`src/rtl/inst_queue_pkg.sv`:
```
// Shared types and default sizing for the fetch-to-decode instruction queue.
package Public_Info;

  typedef struct packed {
    logic [31:0] pc;
    logic [31:0] ir;
  } iq_entry_t;

  localparam int IQ_DEPTH = 16;
  localparam int FETCH_W  = 2;
  localparam int DECODE_W = 2;

endpackage

```
`src/rtl/inst_queue_lane_compact.sv`:
```
// Prefix popcount over the fetch valid mask: each lane gets its slot offset
// from tail, and the total tells how far tail advances.
module lane_compact #(
  parameter int IN_W = 2
) (
  input  logic [IN_W-1:0]                     i_valid,
  output logic [IN_W-1:0][$clog2(IN_W+1)-1:0] o_offset,
  output logic [$clog2(IN_W+1)-1:0]           o_n_in
);

  localparam int IW = $clog2(IN_W + 1);

  logic [IW-1:0] acc;

  always_comb begin
    acc      = '0;
    o_offset = '0;
    for (int l = 0; l < IN_W; l++) begin
      o_offset[l] = acc;
      acc         = acc + IW'(i_valid[l]);
    end
    o_n_in = acc;
  end

endmodule

```
`src/rtl/inst_queue.sv`:
```
// Circular instruction queue between IF2 and ID1: compacted multi-lane enqueue,
// variable-width dequeue, branch flush and decode stall.
module inst_queue
  import Public_Info::*;
#(
  parameter int DEPTH = IQ_DEPTH,
  parameter int IN_W  = FETCH_W,
  parameter int OUT_W = DECODE_W,
  parameter int XLEN  = 32
) (
  input  logic                         clk,
  input  logic                         rstn,
  input  logic [IN_W*XLEN-1:0]         i_pc,
  input  logic [IN_W*XLEN-1:0]         i_ir,
  input  logic [IN_W-1:0]              i_valid,
  input  logic                         flush_BR,
  input  logic                         stall,
  input  logic [$clog2(OUT_W+1)-1:0]   i_consume,
  output logic [OUT_W*XLEN-1:0]        o_pc,
  output logic [OUT_W*XLEN-1:0]        o_ir,
  output logic [OUT_W-1:0]             o_valid,
  output logic                         o_full,
  output logic [$clog2(DEPTH+1)-1:0]   o_count
);

  localparam int PW = $clog2(DEPTH);
  localparam int CW = $clog2(DEPTH + 1);
  localparam int IW = $clog2(IN_W + 1);
  localparam int OW = $clog2(OUT_W + 1);

  logic [XLEN-1:0] pc_mem [DEPTH];
  logic [XLEN-1:0] ir_mem [DEPTH];

  logic [PW-1:0] head_q, head_d;
  logic [PW-1:0] tail_q, tail_d;
  logic [CW-1:0] count_q, count_d;

  logic [IN_W-1:0][IW-1:0] wr_off;
  logic [IW-1:0]           n_in;
  logic [CW-1:0]           n_acc;
  logic                    push_en;
  logic [OW-1:0]           avail;
  logic [OW-1:0]           n_out;
  logic [OUT_W-1:0]        rd_valid;

  lane_compact #(
    .IN_W(IN_W)
  ) u_compact (
    .i_valid (i_valid),
    .o_offset(wr_off),
    .o_n_in  (n_in)
  );

  // Full looks only at registered occupancy so IF1 never sees a path from
  // this cycle's consume; space freed by a same-cycle pop is not reused.
  assign o_full  = ({1'b0, count_q} + (CW+1)'(IN_W)) > (CW+1)'(DEPTH);
  assign push_en = !o_full && !flush_BR;
  assign n_acc   = push_en ? CW'(n_in) : '0;
  assign o_count = count_q;

  always_comb begin
    avail = (count_q >= CW'(OUT_W)) ? OW'(OUT_W) : OW'(count_q);
    if (stall) begin
      n_out = '0;
    end else if (i_consume < avail) begin
      n_out = i_consume;
    end else begin
      n_out = avail;
    end
  end

  always_comb begin
    head_d  = head_q;
    tail_d  = tail_q;
    count_d = count_q;
    if (flush_BR) begin
      head_d  = '0;
      tail_d  = '0;
      count_d = '0;
    end else begin
      head_d  = head_q + PW'(n_out);
      tail_d  = tail_q + PW'(n_acc);
      count_d = count_q + n_acc - CW'(n_out);
    end
  end

  always_ff @(posedge clk) begin
    if (!rstn) begin
      head_q  <= '0;
      tail_q  <= '0;
      count_q <= '0;
    end else begin
      head_q  <= head_d;
      tail_q  <= tail_d;
      count_q <= count_d;
    end
  end

  // Storage carries no reset; stale slots are never visible past count.
  always_ff @(posedge clk) begin
    if (rstn && push_en) begin
      for (int l = 0; l < IN_W; l++) begin
        if (i_valid[l]) begin
          pc_mem[tail_q + PW'(wr_off[l])] <= i_pc[l*XLEN +: XLEN];
          ir_mem[tail_q + PW'(wr_off[l])] <= i_ir[l*XLEN +: XLEN];
        end
      end
    end
  end

  always_comb begin
    rd_valid = '0;
    o_pc     = '0;
    o_ir     = '0;
    for (int k = 0; k < OUT_W; k++) begin
      rd_valid[k] = count_q > CW'(k);
      if (rd_valid[k]) begin
        o_pc[k*XLEN +: XLEN] = pc_mem[head_q + PW'(k)];
        o_ir[k*XLEN +: XLEN] = ir_mem[head_q + PW'(k)];
      end
    end
  end

  assign o_valid = rd_valid;

endmodule

```
`config.mk`:
```
export PLATFORM = sky130hd
export DESIGN_NAME = inst_queue
export DESIGN_NICKNAME = d
export VERILOG_FILES = /design/src/rtl/inst_queue_pkg.sv /design/src/rtl/inst_queue_lane_compact.sv /design/src/rtl/inst_queue.sv
export SDC_FILE = /design/constraint.sdc
export NUM_CORES = 2
export LEC_CHECK = 0
export CAP_MARGIN = 40
export CORE_MARGIN = 1.5
export CORE_UTILIZATION = 45
export CTS_CLUSTER_DIAMETER = 200
export CTS_CLUSTER_SIZE = 28
export DETAILED_ROUTE_END_ITERATION = 8
export DONT_BUFFER_PORTS = 1
export HOLD_SLACK_MARGIN = 0.02
export PLACE_DENSITY_LB_ADDON = 0.15
export SLEW_MARGIN = 20
export SYNTH_ARGS = -nofsm -noshare
export SYNTH_HDL_FRONTEND = slang
export SYNTH_SLANG_ARGS = --single-unit
export TNS_END_PERCENT = 1
```
`constraint.sdc`:
```
create_clock -name clk -period 6.5 [get_ports clk]
set_input_delay 0.65 -clock clk [delete_from_list [all_inputs] [get_ports clk]]
set_output_delay 0.65 -clock clk [all_outputs]
set_load 0.005 [all_outputs]
```
==> run_results.csv <==
group,metric,value,unit
status,outcome,"complete, no violations",
placed_design,preCtsSetupSlack,2.12,ns
pwr,power.leakage,18.6,nW
sta,final-setup-viol-count,0,
synthesis,ys_ff_latch,1037,
cells_and_area,nFillCells,11343,
critical_path,crit_required,5.85,ns
drt,antenna_left,0,
sta,finalCriticalPeriod,5.16,ns
cells_and_area,nets,3586,
sta,rsz0062_at_grt,"false",
drt,wl_per_cell,37.9,µm
sta,fmax,194,MHz
clocking,clk_pin_slew_worst_paths,0.11,ns
synthesis,avgSynthCellArea,16.6,µm²
critical_path,end_kind,"primary output",
drt,vias,36756,
floorplan,die_area,0.139,mm²
clocking,htreeDepth,2,
grt,grt_pass1_wl,281,mm
synthesis,synth_top_cell_by_area,"edfxtp_1",
floorplan,pin_count,272,
grt,grt_pass1_vias,38570,
sta,fin_skew,0.0561,ns
grt,grt_max_degree,148,
sta,worst_pin_slew,0.958,ns
grt,grt_overflow,0,
clocking,ctsHoldBuffers,0,
synthesis,ys.flop_type,"edfxtp_1",
drt,drt_iter0_drc,3977,
clocking,clk_latency,0.70,ns
floorplan,core,0.135,mm²
clocking,cts_resized,0,
critical_path,startpoint_type,"flip-flop",
sta,fin_hold_ws,0.150,ns
cells_and_area,area_growth_syn_to_layout,4.83,%
clocking,cts_sinks,1037,
sta,period_share,0.794,
critical_path,max_stage_delay,0.93,ns
sta,slew_headroom,0.361,
critical_path,crit_fanout,37,
clocking,cts_made_buffers,43,
synthesis,yosysWarnings,0,
pwr,vdd_drop_max,248,µV
drt,drtPass1Iterations,5,
critical_path,critPathKind,"reg -> out",
grt,grt_antenna_before_repair,2,
drt,wirelength,198,mm
critical_path,critPathArrivalTime,4.51,ns
floorplan,die_h,372,µm
drt,viasPerCell,7.05,
pwr,p_per_area,240,mW/mm²
synthesis,synth_nets,3867,
drt,drcViolationCount,0,
synthesis,synth_area,0.0614,mm²
job,maxCapViolations,0,
floorplan,fp.dieW,372,µm
sta,setup_slack,1.34,ns
synthesis,yosys-top-cells-area,"edfxtp_1, mux4_2, mux2_2, mux2_1, nand3_1",
synthesis,ys_seq_area_frac,0.505,
placed_design,hpwl,117,mm
synthesis,synthCells,3705,
sta,finalSetupTns,0,ns
floorplan,start_util,0.453,
critical_path,path_cells,"nand2b_1 > o211ai_4 > buf_4 > buf_4 > nand3_1 > a41oi_1",
placed_design,gp_congestion,0.811,
synthesis,synth_top_cell_area_share,0.501,
floorplan,rows,135,
grt,grt_usage,0.283,
clocking,cts_tree,"built",
critical_path,cp_slowest_cell,"dfxtp_4",
min_path,hold_path_class,"in -> reg",
synthesis,async_reset_ff_frac,0,
clocking,cts_buffer_depth,3,
sta,hold_viol,0,
placed_design,port_buffers,0,
clocking,root_buffer,"clkbuf_16",
clocking,cts_setup_buffers,0,
synthesis,ys_types,52,
sta,report.final.slew_viol_count,0,
critical_path,cpMostUsedCell,"buf_4",
cells_and_area,drive_gt1_frac,0.421,
synthesis,synth_edf_count,1024,
==> cells by family (layout without fill, tap and decap cells) <==
kind of cell | Yosys count | in the layout | share of synthesized area
adders and majority gates | 26 | 26 | 0.00579
other | 0 | 1 | 0
buffers and inverters | 462 | 190 | 0.0408
and+or+nand+nor | 336 | 336 | 0.0288
muxes | 1664 | 1664 | 0.397
xor gates and xnor gates | 8 | 8 | 0.00114
DFF | 1037 | 1037 | 0.505
AOI/OAI and AO/OA | 172 | 172 | 0.0213
==> registers in the layout, indices dropped and copies added, names as in the netlist <==
name	count
pc_mem	512
head_q	4
o_count	5
ir_mem	512
tail_q	4
==> where the power goes <==
part	total (mW)	switching [mW]	internal, mW
clock network	3.42	2.16	1.26
registers	7.48	0.0691	7.42
logic	4.52	2.56	1.96
==> final cells by class <==
class                   count  area, µm²  area share
flip-flops and latches   1037      31000       0.482
multi-input cells        2206      28200       0.439
well taps                1781       2230      0.0346
repair buffers            119       1580      0.0246
clock buffers              51       1130      0.0175
inverters                  17       63.8    0.000992
clock inverters             3       55.1    0.000856
diodes                      1       2.50   0.0000389
==> critical path, delay by kind of cell, from the launching register on <==
family / cells / cell delay [ns]
AO/OA/AOI/OAI: 2 / 1.29
buffers and inverters: 2 / 1.14
flip-flops: 1 / 0.93
AND/OR/NAND/NOR: 2 / 0.42
==> cells in the mapped netlist (6+ instances only) <==
cell type,instances
edfxtp_1,1024
mux2_2,715
mux4_2,512
mux2_1,309
nand3_1,262
clkbuf_1,215
mux2i_1,128
buf_2,124
buf_6,65
a41oi_1,64
o22ai_1,64
buf_4,33
ha_1,22
inv_1,16
dfxtp_1,13
nand2_1,13
nor2_1,11
o21bai_1,10
and2_1,8
buf_1,8
o21ai_0,8
a21oi_1,6
nand2b_1,6
xnor2_1,6
==> stage by stage <==
stage	instance area [µm²]	instances	power, mW	util
floorplan	61400	3705	10.7	-
global placement	62400	5126	12.0	0.461
detailed placement	63000	5155	12.2	0.466
CTS	64200	5209	15.5	0.474
global route	64300	5214	15.9	0.475
finish	64300	5215	15.4	0.475
==> layout by cell type (no fill, tap or decap), types with 4 or more instances in the layout <==
master and n:
nand2b_1 6, fa_1 4, buf_12 30, xnor2_1 6, nor2b_1 5, nand3b_1 5
clkbuf_1 7, clkbuf_16 44, nand2_4 6, buf_4 72, or3_1 4, nand3_4 4
buf_16 15, o21bai_4 9, o211a_4 5, and2_1 8, a21oi_1 6, and3_4 4
mux2i_1 128, ha_1 21, nand3_1 258, dfxtp_1 10, a41oi_1 64, mux4_2 512
o22ai_1 64, nand4_1 4, mux2_2 715, mux2_1 309, o21ai_4 8, inv_1 16
o211ai_4 4, nand2_1 7, edfxtp_1 1024, nor2_1 11
==> per-layer routing <==
metal	share of wire	global-route usage	wire length [µm]	vias up
met4	0.024	0.0686	4840	0
li1	-	-	-	14679
met2	0.49	0.473	97300	1838
met5	0	0	0	-
met1	0.40	0.381	78800	19969
met3	0.086	0.0528	16900	270
==> path summary, 6_finish.rpt <==
kind                                start        endpoint  slack [ns]  cells after the start
worst max-delay path            head_q[2]        o_ir[55]        1.34                      6
worst min-delay path             i_pc[56]   pc_mem[3][24]        0.15                      1
worst max register to register  tail_q[0]  pc_mem[13][13]        2.35                      6
worst min register to register  tail_q[3]       tail_q[3]        0.75                      2
Note: power is estimated with default switching activity, not from simulation.
